`config.mk`:
```
export PLATFORM = sky130hd
export DESIGN_NAME = pipeline_hazard_ctrl_flat
export DESIGN_NICKNAME = d
export VERILOG_FILES = /design/src/rtl/pipeline_hazard_ctrl_if.sv /design/src/rtl/pipeline_hazard_ctrl.sv /design/src/flat_wrapper.sv
export SDC_FILE = /design/constraint.sdc
export NUM_CORES = 1
export LEC_CHECK = 0
export BUFFER_PORTS_ARGS = -buffer_cell sky130_fd_sc_hd__buf_2
export CAP_MARGIN = 20
export CORE_UTILIZATION = 55
export DETAILED_ROUTE_END_ITERATION = 7
export PLACE_DENSITY = 0.85
export SYNTH_ARGS = -nofsm -noshare
export SYNTH_HDL_FRONTEND = slang
export SYNTH_SLANG_ARGS = --single-unit
```
`constraint.sdc`:
```
create_clock -name clk -period 4 [get_ports clk]
set_clock_uncertainty 0.15 [all_clocks]
set_input_delay 0.6 -clock clk [delete_from_list [all_inputs] [get_ports clk]]
set_output_delay 0.6 -clock clk [all_outputs]
set_load 0.02 [all_outputs]
```
`src/rtl/pipeline_hazard_ctrl_if.sv`:
```
// Control bundle between the pipeline datapath (master) and the hazard sequencer (slave).
// The datapath supplies hazard sources and receives stage enables, flushes and counters.
interface pipeline_hazard_ctrl_if #(
    parameter int CNT_W = 16
);
    logic             MemRead_EX;
    logic [4:0]       RD_EX;
    logic [4:0]       RS1_ID;
    logic [4:0]       RS2_ID;
    logic             use_rs1_ID;
    logic             use_rs2_ID;
    logic             branch_taken;
    logic             mem_access_MEM;
    logic             dmem_ready;
    logic             dmem_valid;
    logic             PC_write;
    logic             IF_ID_write;
    logic             ID_EX_write;
    logic             EX_MEM_write;
    logic             MEM_WB_write;
    logic             IF_ID_flush;
    logic             ID_EX_flush;
    logic             MEM_WB_bubble;
    logic             bus_error;
    logic [CNT_W-1:0] stall_count;
    logic [CNT_W-1:0] flush_count;

    modport master (
        output MemRead_EX, RD_EX, RS1_ID, RS2_ID, use_rs1_ID, use_rs2_ID,
               branch_taken, mem_access_MEM, dmem_ready,
        input  dmem_valid, PC_write, IF_ID_write, ID_EX_write, EX_MEM_write,
               MEM_WB_write, IF_ID_flush, ID_EX_flush, MEM_WB_bubble,
               bus_error, stall_count, flush_count
    );

    modport slave (
        input  MemRead_EX, RD_EX, RS1_ID, RS2_ID, use_rs1_ID, use_rs2_ID,
               branch_taken, mem_access_MEM, dmem_ready,
        output dmem_valid, PC_write, IF_ID_write, ID_EX_write, EX_MEM_write,
               MEM_WB_write, IF_ID_flush, ID_EX_flush, MEM_WB_bubble,
               bus_error, stall_count, flush_count
    );
endinterface

```
`src/rtl/pipeline_hazard_ctrl.sv`:
```
// Hazard sequencer for a 5-stage pipeline: load-use, taken-branch and data-memory
// wait/timeout handling, with saturating stall and flush event counters.
module pipeline_hazard_ctrl #(
    parameter int MEM_TIMEOUT = 16,
    parameter int CNT_W       = 16
) (
    input logic                   clk,
    input logic                   reset,
    pipeline_hazard_ctrl_if.slave bus
);
    localparam int                WAIT_W    = $clog2(MEM_TIMEOUT);
    localparam logic [WAIT_W-1:0] WAIT_LAST = WAIT_W'(MEM_TIMEOUT - 1);

    typedef enum logic [1:0] {
        RUN      = 2'd0,
        MEM_WAIT = 2'd1,
        ERROR    = 2'd2
    } state_t;

    state_t            state_q;
    logic [WAIT_W-1:0] wait_cnt_q;
    logic [CNT_W-1:0]  stall_cnt_q;
    logic [CNT_W-1:0]  flush_cnt_q;
    logic              bus_error_q;

    logic mem_stall;
    logic lu_hazard;
    logic pc_we, if_id_we, id_ex_we, ex_mem_we, mem_wb_we;
    logic if_id_fl, id_ex_fl, mem_wb_bub, dmem_req;

    // NOTE: every always_comb output gets a default first so no path can infer a latch.
    always_comb begin
        mem_stall = bus.mem_access_MEM & ~bus.dmem_ready;
        lu_hazard = bus.MemRead_EX & (bus.RD_EX != 5'd0) &
                    ((bus.use_rs1_ID & (bus.RS1_ID == bus.RD_EX)) |
                     (bus.use_rs2_ID & (bus.RS2_ID == bus.RD_EX)));

        pc_we      = 1'b1;
        if_id_we   = 1'b1;
        id_ex_we   = 1'b1;
        ex_mem_we  = 1'b1;
        mem_wb_we  = 1'b1;
        if_id_fl   = 1'b0;
        id_ex_fl   = 1'b0;
        mem_wb_bub = 1'b0;
        dmem_req   = reset & (state_q != ERROR) & bus.mem_access_MEM;

        // Reset gating is combinational so an aborted access drops dmem_valid at once.
        if (!reset || state_q == ERROR) begin
            pc_we     = 1'b0;
            if_id_we  = 1'b0;
            id_ex_we  = 1'b0;
            ex_mem_we = 1'b0;
            mem_wb_we = 1'b0;
        end else if (mem_stall) begin
            pc_we      = 1'b0;
            if_id_we   = 1'b0;
            id_ex_we   = 1'b0;
            ex_mem_we  = 1'b0;
            mem_wb_bub = 1'b1;
        end else if (bus.branch_taken) begin
            if_id_fl = 1'b1;
            id_ex_fl = 1'b1;
        end else if (lu_hazard) begin
            pc_we    = 1'b0;
            if_id_we = 1'b0;
            id_ex_fl = 1'b1;
        end
    end

    // NOTE: sequential state uses non-blocking assignments only, so every register sees
    // the pre-edge values of the others regardless of statement order.
    always_ff @(posedge clk or negedge reset) begin
        if (!reset) begin
            state_q     <= RUN;
            wait_cnt_q  <= '0;
            stall_cnt_q <= '0;
            flush_cnt_q <= '0;
            bus_error_q <= 1'b0;
        end else begin
            case (state_q)
                RUN: begin
                    // The first stalled cycle already counts toward the timeout.
                    if (mem_stall) begin
                        state_q    <= MEM_WAIT;
                        wait_cnt_q <= WAIT_W'(1);
                    end
                end
                MEM_WAIT: begin
                    if (!mem_stall) begin
                        state_q    <= RUN;
                        wait_cnt_q <= '0;
                    end else if (wait_cnt_q == WAIT_LAST) begin
                        state_q     <= ERROR;
                        bus_error_q <= 1'b1;
                    end else begin
                        wait_cnt_q <= wait_cnt_q + WAIT_W'(1);
                    end
                end
                ERROR:   state_q <= ERROR;
                default: state_q <= RUN;
            endcase

            if (state_q != ERROR && !pc_we && !(&stall_cnt_q))
                stall_cnt_q <= stall_cnt_q + CNT_W'(1);
            if (state_q != ERROR && bus.branch_taken && !mem_stall && !(&flush_cnt_q))
                flush_cnt_q <= flush_cnt_q + CNT_W'(1);
        end
    end

    assign bus.dmem_valid    = dmem_req;
    assign bus.PC_write      = pc_we;
    assign bus.IF_ID_write   = if_id_we;
    assign bus.ID_EX_write   = id_ex_we;
    assign bus.EX_MEM_write  = ex_mem_we;
    assign bus.MEM_WB_write  = mem_wb_we;
    assign bus.IF_ID_flush   = if_id_fl;
    assign bus.ID_EX_flush   = id_ex_fl;
    assign bus.MEM_WB_bubble = mem_wb_bub;
    assign bus.bus_error     = bus_error_q;
    assign bus.stall_count   = stall_cnt_q;
    assign bus.flush_count   = flush_cnt_q;
endmodule
```
`src/flat_wrapper.sv`:
```
// flat-port wrapper written by rule: the top's interface ports become plain ports
module pipeline_hazard_ctrl_flat 
#(
    parameter int MEM_TIMEOUT = 16,
    parameter int CNT_W       = 16
)
  (clk, reset, bus_MemRead_EX, bus_RD_EX, bus_RS1_ID, bus_RS2_ID, bus_use_rs1_ID, bus_use_rs2_ID, bus_branch_taken, bus_mem_access_MEM, bus_dmem_ready, bus_dmem_valid, bus_PC_write, bus_IF_ID_write, bus_ID_EX_write, bus_EX_MEM_write, bus_MEM_WB_write, bus_IF_ID_flush, bus_ID_EX_flush, bus_MEM_WB_bubble, bus_bus_error, bus_stall_count, bus_flush_count);
  pipeline_hazard_ctrl_if #(.CNT_W(CNT_W)) bus_i ();
  input logic clk;
  input logic reset;
  input wire logic [$bits(bus_i.MemRead_EX)-1:0] bus_MemRead_EX;
  input wire logic [$bits(bus_i.RD_EX)-1:0] bus_RD_EX;
  input wire logic [$bits(bus_i.RS1_ID)-1:0] bus_RS1_ID;
  input wire logic [$bits(bus_i.RS2_ID)-1:0] bus_RS2_ID;
  input wire logic [$bits(bus_i.use_rs1_ID)-1:0] bus_use_rs1_ID;
  input wire logic [$bits(bus_i.use_rs2_ID)-1:0] bus_use_rs2_ID;
  input wire logic [$bits(bus_i.branch_taken)-1:0] bus_branch_taken;
  input wire logic [$bits(bus_i.mem_access_MEM)-1:0] bus_mem_access_MEM;
  input wire logic [$bits(bus_i.dmem_ready)-1:0] bus_dmem_ready;
  output wire logic [$bits(bus_i.dmem_valid)-1:0] bus_dmem_valid;
  output wire logic [$bits(bus_i.PC_write)-1:0] bus_PC_write;
  output wire logic [$bits(bus_i.IF_ID_write)-1:0] bus_IF_ID_write;
  output wire logic [$bits(bus_i.ID_EX_write)-1:0] bus_ID_EX_write;
  output wire logic [$bits(bus_i.EX_MEM_write)-1:0] bus_EX_MEM_write;
  output wire logic [$bits(bus_i.MEM_WB_write)-1:0] bus_MEM_WB_write;
  output wire logic [$bits(bus_i.IF_ID_flush)-1:0] bus_IF_ID_flush;
  output wire logic [$bits(bus_i.ID_EX_flush)-1:0] bus_ID_EX_flush;
  output wire logic [$bits(bus_i.MEM_WB_bubble)-1:0] bus_MEM_WB_bubble;
  output wire logic [$bits(bus_i.bus_error)-1:0] bus_bus_error;
  output wire logic [$bits(bus_i.stall_count)-1:0] bus_stall_count;
  output wire logic [$bits(bus_i.flush_count)-1:0] bus_flush_count;
  assign bus_i.MemRead_EX = bus_MemRead_EX;
  assign bus_i.RD_EX = bus_RD_EX;
  assign bus_i.RS1_ID = bus_RS1_ID;
  assign bus_i.RS2_ID = bus_RS2_ID;
  assign bus_i.use_rs1_ID = bus_use_rs1_ID;
  assign bus_i.use_rs2_ID = bus_use_rs2_ID;
  assign bus_i.branch_taken = bus_branch_taken;
  assign bus_i.mem_access_MEM = bus_mem_access_MEM;
  assign bus_i.dmem_ready = bus_dmem_ready;
  assign bus_dmem_valid = bus_i.dmem_valid;
  assign bus_PC_write = bus_i.PC_write;
  assign bus_IF_ID_write = bus_i.IF_ID_write;
  assign bus_ID_EX_write = bus_i.ID_EX_write;
  assign bus_EX_MEM_write = bus_i.EX_MEM_write;
  assign bus_MEM_WB_write = bus_i.MEM_WB_write;
  assign bus_IF_ID_flush = bus_i.IF_ID_flush;
  assign bus_ID_EX_flush = bus_i.ID_EX_flush;
  assign bus_MEM_WB_bubble = bus_i.MEM_WB_bubble;
  assign bus_bus_error = bus_i.bus_error;
  assign bus_stall_count = bus_i.stall_count;
  assign bus_flush_count = bus_i.flush_count;
  pipeline_hazard_ctrl #(.MEM_TIMEOUT(MEM_TIMEOUT), .CNT_W(CNT_W)) u_core (.clk(clk), .reset(reset), .bus(bus_i));
endmodule
```
---- After elaboration in Yosys (flattened, before gate mapping) ----
Cells that the tools add are included.
operators by class
  add/subtract/negate cells ............... 3
  equality and inequality tests ........... 9
  divide/modulo/power cells ............... 0
  mux-type cells .......................... 24
  bitwise operators ....................... 9
  multipliers ............................. 0
  magnitude comparators ................... 0
  shift-type cells ........................ 0
  reduce and logical (&&, ||, !) cells .... 19
operators by type and width
  cell                     number
  $add A16 B1 Y16 const B  2
  $reduce_and A16 Y1       2
  $mux W1                  16
  $mux W4                  3
  $eq A5 B5 Y1             2
  $pmux W4 S2              1
  $and A1 B1 Y1            7
  $mux W2                  3
  $ne A3 B3 Y1 const B     2
  $pmux W2 S3              1
  $reduce_and A3 Y1        2
  $logic_and A1 B1 Y1      5
  $logic_not A1 Y1         5
  $reduce_bool A5 Y1       1
  $add A4 B1 Y4 const B    1
  $eq A4 B4 Y1 const B     1
  $eq A2 B1 Y1 const B     1
  $eq A2 B2 Y1 const B     1
  $logic_not A2 Y1         1
  $ne A2 B1 Y1 const B     1
  $ne A2 B2 Y1 const B     1
  $reduce_and A2 Y1        1
  $reduce_bool A2 Y1       1
  $logic_or A1 B1 Y1       1
  2 further kinds          2
word-level totals
  bits in read-only memories .............. 0
  bits of input ports ..................... 23
  memories ................................ 0
  bits in latches ......................... 0
  word-level logic and storage cells ...... 69
  output and inout port bits .............. 42
  register bits ........................... 39
  bits in writable memories ............... 0

---- Longest topological paths before layout ----
  depth after elaboration ................. 11
  mapped depth ............................ 7

---- Least setup slack after synthesis ----
Ideal clock, no wire load.
  path kind ............................... input to output
  start point ............................. input port bus_RD_EX[0]
  end point ............................... output port bus_PC_write
  setup slack ............................. 1.332 ns
  data arrival time ....................... 1.918 ns
  stages on the path ...................... 6
  data required time ...................... 3.250 ns
  cell sequence ........................... or4_1 -> o21ai_2 -> nor2_1 -> a21boi_4 -> buf_6 -> buf_4
on the way
  longest elaborated chain between the ends .. 8
  elaborated cells on any way between the ends .. 12
RTL lines
  what                              RTL line                                                RTL
  start: declaration                flat_wrapper.sv:12                                      input wire logic [$bits(bus_i.RD_EX)-1:0] bus_RD_EX;
  $eq A5 B5 Y1 (on tied branches)   pipeline_hazard_ctrl.sv:35, pipeline_hazard_ctrl.sv:36
  $and A1 B1 Y1 (on tied branches)  pipeline_hazard_ctrl.sv:35, pipeline_hazard_ctrl.sv:36
  $or A1 B1 Y1                      pipeline_hazard_ctrl.sv:35                              ((bus.use_rs1_ID & (bus.RS1_ID == bus.RD_EX)) |
  $and A1 B1 Y1 *                   pipeline_hazard_ctrl.sv:34                              lu_hazard = bus.MemRead_EX & (bus.RD_EX != 5'd0) &
  $mux W1 * (4 in a row)            -
  end: declaration                  flat_wrapper.sv:21                                      output wire logic [$bits(bus_i.PC_write)-1:0] bus_PC_write;
Mark *: on every way between the ends. The rest lies on a longest branch, timed or not.

---- Final worst setup path ----
  start point ............................. input port bus_RD_EX[0]
  end point ............................... output port bus_IF_ID_write
on the way
  longest elaborated chain between the ends .. 8
  elaborated cells on any way between the ends .. 12
RTL lines
  what                              RTL line                                                RTL
  $eq A5 B5 Y1 (on tied branches)   pipeline_hazard_ctrl.sv:35, pipeline_hazard_ctrl.sv:36
  $and A1 B1 Y1 (on tied branches)  pipeline_hazard_ctrl.sv:35, pipeline_hazard_ctrl.sv:36
  $or A1 B1 Y1                      pipeline_hazard_ctrl.sv:35
  $and A1 B1 Y1 *                   pipeline_hazard_ctrl.sv:34
  $mux W1 *                         pipeline_hazard_ctrl.sv:64                              end else if (lu_hazard) begin
  $mux W1 *                         pipeline_hazard_ctrl.sv:61                              end else if (bus.branch_taken) begin
  $mux W1 *                         pipeline_hazard_ctrl.sv:55                              end else if (mem_stall) begin
  $mux W1 *                         pipeline_hazard_ctrl.sv:49                              if (!reset || state_q == ERROR) begin
  end: declaration                  flat_wrapper.sv:22                                      output wire logic [$bits(bus_i.IF_ID_write)-1:0] bus_IF_ID_write;
Marked as above.

==> results.json <==
{
  "viasPerCell": 5.50,
  "startpoint_type": "input port",
  "dr_total_vias": 1799,
  "diodes": 0,
  "post-route-util_pct": 70.5,
  "postLayoutCellArea_sq_um": 2620,
  "ys_seq_area_share_pct": 45.5,
  "cts_tree": "done",
  "wl_microns": 4540,
  "grt_start_max_net_pins": 27,
  "dp_hpwl_microns": 3320,
  "synth.avg_cell_area_sq_um": 10.1,
  "hp-class": "input port to async pin",
  "dieArea_sq_um": 4160,
  "die_y_microns": 64.5,
  "final_hold_viol_count": 0,
  "core_region_area_sq_um": 3720,
  "htreeDepth": 2,
  "synth_seq_cells": 39,
  "drtPass1Iterations": 4,
  "num_io_pins": 65,
  "setup_viol": 0,
  "cts_setup_buffers": 0,
  "yosysWarnings": 0,
  "rsz0062_at_grt": "no",
  "die-width_microns": 64.5,
  "intPower_uw": 961,
  "initial_core_util_pct": 57.8,
  "power.clock.fraction_pct": 25.1,
  "final_nets": 304,
  "clk_path_buf_depth": 2,
  "critPathArrivalTime_ns": 2.08,
  "synth_cells": 212,
  "synth_area_leaders": "dfrtp_1, xor2_1, xnor2_1, nand4_1, nand2_1",
  "p_seq_share_pct": 40.9,
  "synthesis.nets": 238,
  "routabilityCongestion": 0.814,
  "io_buffers": 64,
  "clk-insertion-delay-late_ns": 0.29,
  "drc_errors": 0,
  "syn_to_final_growth_pct": 22.0,
  "combPwrFrac_pct": 34.0,
  "clock.fmax_mhz": 354,
  "post-route-min-period_ns": 2.83,
  "ant_nets": 0,
  "wl_per_cell_microns": 13.9,
  "cp.required_ns": 3.25,
  "detailed_place.area_sq_um": 2490,
  "postCtsHoldBufs": 0,
  "worstPathMaxFanout": 17,
  "clkTransAtPathRegs_ns": 0.08,
  "drv_slew": 0,
  "cp-end-kind": "output pin",
  "setup_tns_ns": 0,
  "first_global_vias": 1679,
  "placed_cells": 319,
  "nFillCells": 320,
  "grt-ovfl-total": 0,
  "antenna_found_initial": 0,
  "peakVddDrop_mv": 0.598,
  "finalCritPeriodShare_pct": 70.7,
  "power.switching_uw": 580,
  "cts_root_buf": "clkbuf_8",
  "status": "completed",
  "maxSlewHeadroom_pct": 64.3,
  "p_leak_nw": 1.26,
  "grt_pass1_wl_microns": 7480,
  "switching_share_pct": 37.6,
  "final_cells": 327,
  "path_class": "input port to output pin",
  "power_density_nw_per_um2": 588,
  "cap_violations": 0,
  "worstMarginPinSlew_ns": 0.532,
  "drt_iter0_drc": 103,
  "drive_gt1_share_pct": 32.6,
  "rows": 22,
  "yosys.area.top_type": "dfrtp_1",
  "synth.top_cell.area_share_pct": 45.5,
  "synthDistinctLibCells": 43,
  "cts_sinks": 39,
  "cts-buffers-inserted": 5,
  "cts-resized-gates": 0,
  "grtUsageTotal_pct": 23.4,
  "syn-cell-area_sq_um": 2150
}
[worst paths after layout]
kind,startpoint,to,slack [ns],depth (start not counted)
max,bus_RD_EX[0],bus_IF_ID_write,1.17,7
min,reset,u_core.bus.bus_error$_DFFE_PN0P_,0.05,1
max reg2reg,u_core.bus.stall_count[0]$_DFFE_PN0P_,u_core.bus.stall_count[1]$_DFFE_PN0P_,1.72,6
min reg2reg,u_core.bus.bus_error$_DFFE_PN0P_,u_core.bus.bus_error$_DFFE_PN0P_,0.33,1
max in group asynchronous,reset,u_core.bus.flush_count[11]$_DFFE_PN0P_,2.99,2
min in group clk,u_core.bus.bus_error$_DFFE_PN0P_,u_core.bus.bus_error$_DFFE_PN0P_,0.33,1
[cells by family after synthesis]
kind of cell | synth area share (%)
multiplexers | 1.17
buffers and inverters | 3.50
adder cells (fa/ha/maj) | 1.75
AND/OR/NAND/NOR | 25.5
XOR/XNOR | 15.5
AO/OA/AOI/OAI | 7.11
flip-flops | 45.5
[routing by layer]
layer	global-route usage, %	wire, microns	up-vias
li1	-	-	871
met1	29.7	1930	870
met2	39.2	2300	52
met3	5.63	263	6
met4	7.78	48	0
met5	0	0	-
[state kept, by name (all words and copies together) (netlist names)]
signal and count:
u_core.state_q 2, u_core.wait_cnt_q 4, u_core.bus.stall_count 16, u_core.bus.bus_error 1, u_core.bus.flush_count 16
[final cells by class]
type	count	area, sq um	share of cell area (%)
clock buffers	6	72.6	2.77
clock inverters	2	60.1	2.29
inverters	5	18.8	0.717
multi-input cells	161	1100	41.9
flip-flops and latches	39	976	37.3
well taps	48	60.1	2.29
repair buffers	66	335	12.8
[power groups by stage]
stage | sequential [mW] | combinational (mW) | clock [mW]
2_1_floorplan | 0.736 | 0.231 | 0
3_3_place_gp | 0.627 | 0.510 | 0
3_5_place_dp | 0.634 | 0.526 | 0
4_1_cts | 0.629 | 0.529 | 0.393
5_1_grt | 0.648 | 0.571 | 0.411
6_report | 0.630 | 0.523 | 0.387
[layout by cell type (no fill, tap or decap), types with 9 or more instances in the layout]
master,netlist,layout
dfrtp_1,39,39
nand2_1,19,19
xor2_1,22,22
nand4_1,12,12
xnor2_1,16,16
nor2_1,12,12
nor3_1,9,9
nand3_1,9,9
buf_2,0,64
[worst max-delay path, stage by stage]
cell,delay (ns)
buf_2,0.12
or4_1,0.54
o21ai_2,0.14
nor2_1,0.08
a21boi_4,0.14
buf_4,0.24
buf_2,0.20
[through the flow]
stage | total power, mW | hold WS, ns | setup slack [ns]
finish | 1.54 | 0.0495 | 1.17
global route | 1.63 | 0.0672 | 1.10
CTS | 1.55 | 0.0643 | 1.17
detailed placement | 1.16 | 0.312 | 1.18
global placement | 1.14 | 0.297 | 1.20
floorplan | 0.967 | 0.154 | 1.33
[cell usage after synthesis]
master and n:
a21boi_4 1, nand2_1 19, o22ai_1 1, a21o_1 1
nand2b_1 3, dfrtp_1 39, and2b_1 1, a21oi_1 5
nor2b_1 1, and2_1 2, nand4_1 12, nor4b_1 1
and3_1 7, a22o_2 1, nor2_1 12, inv_1 5
a31oi_1 2, o21ai_0 7, or2_2 2, o21ai_2 1
o21ai_1 1, and2b_2 1, ha_1 3, clkbuf_1 1
xor2_1 22, nor3b_2 1, xnor2_1 16, o31a_1 1
nor3_2 7, buf_6 3, o21a_1 2, nand3_1 9
nor3_1 9, and3_4 1, mux2_4 1, mux2i_1 1
buf_4 2, and3_2 1, nor4_1 2, and4_1 2
buf_1 1, and2_4 1, or4_1 1
Note: power is estimated with default switching activity, not from simulation.
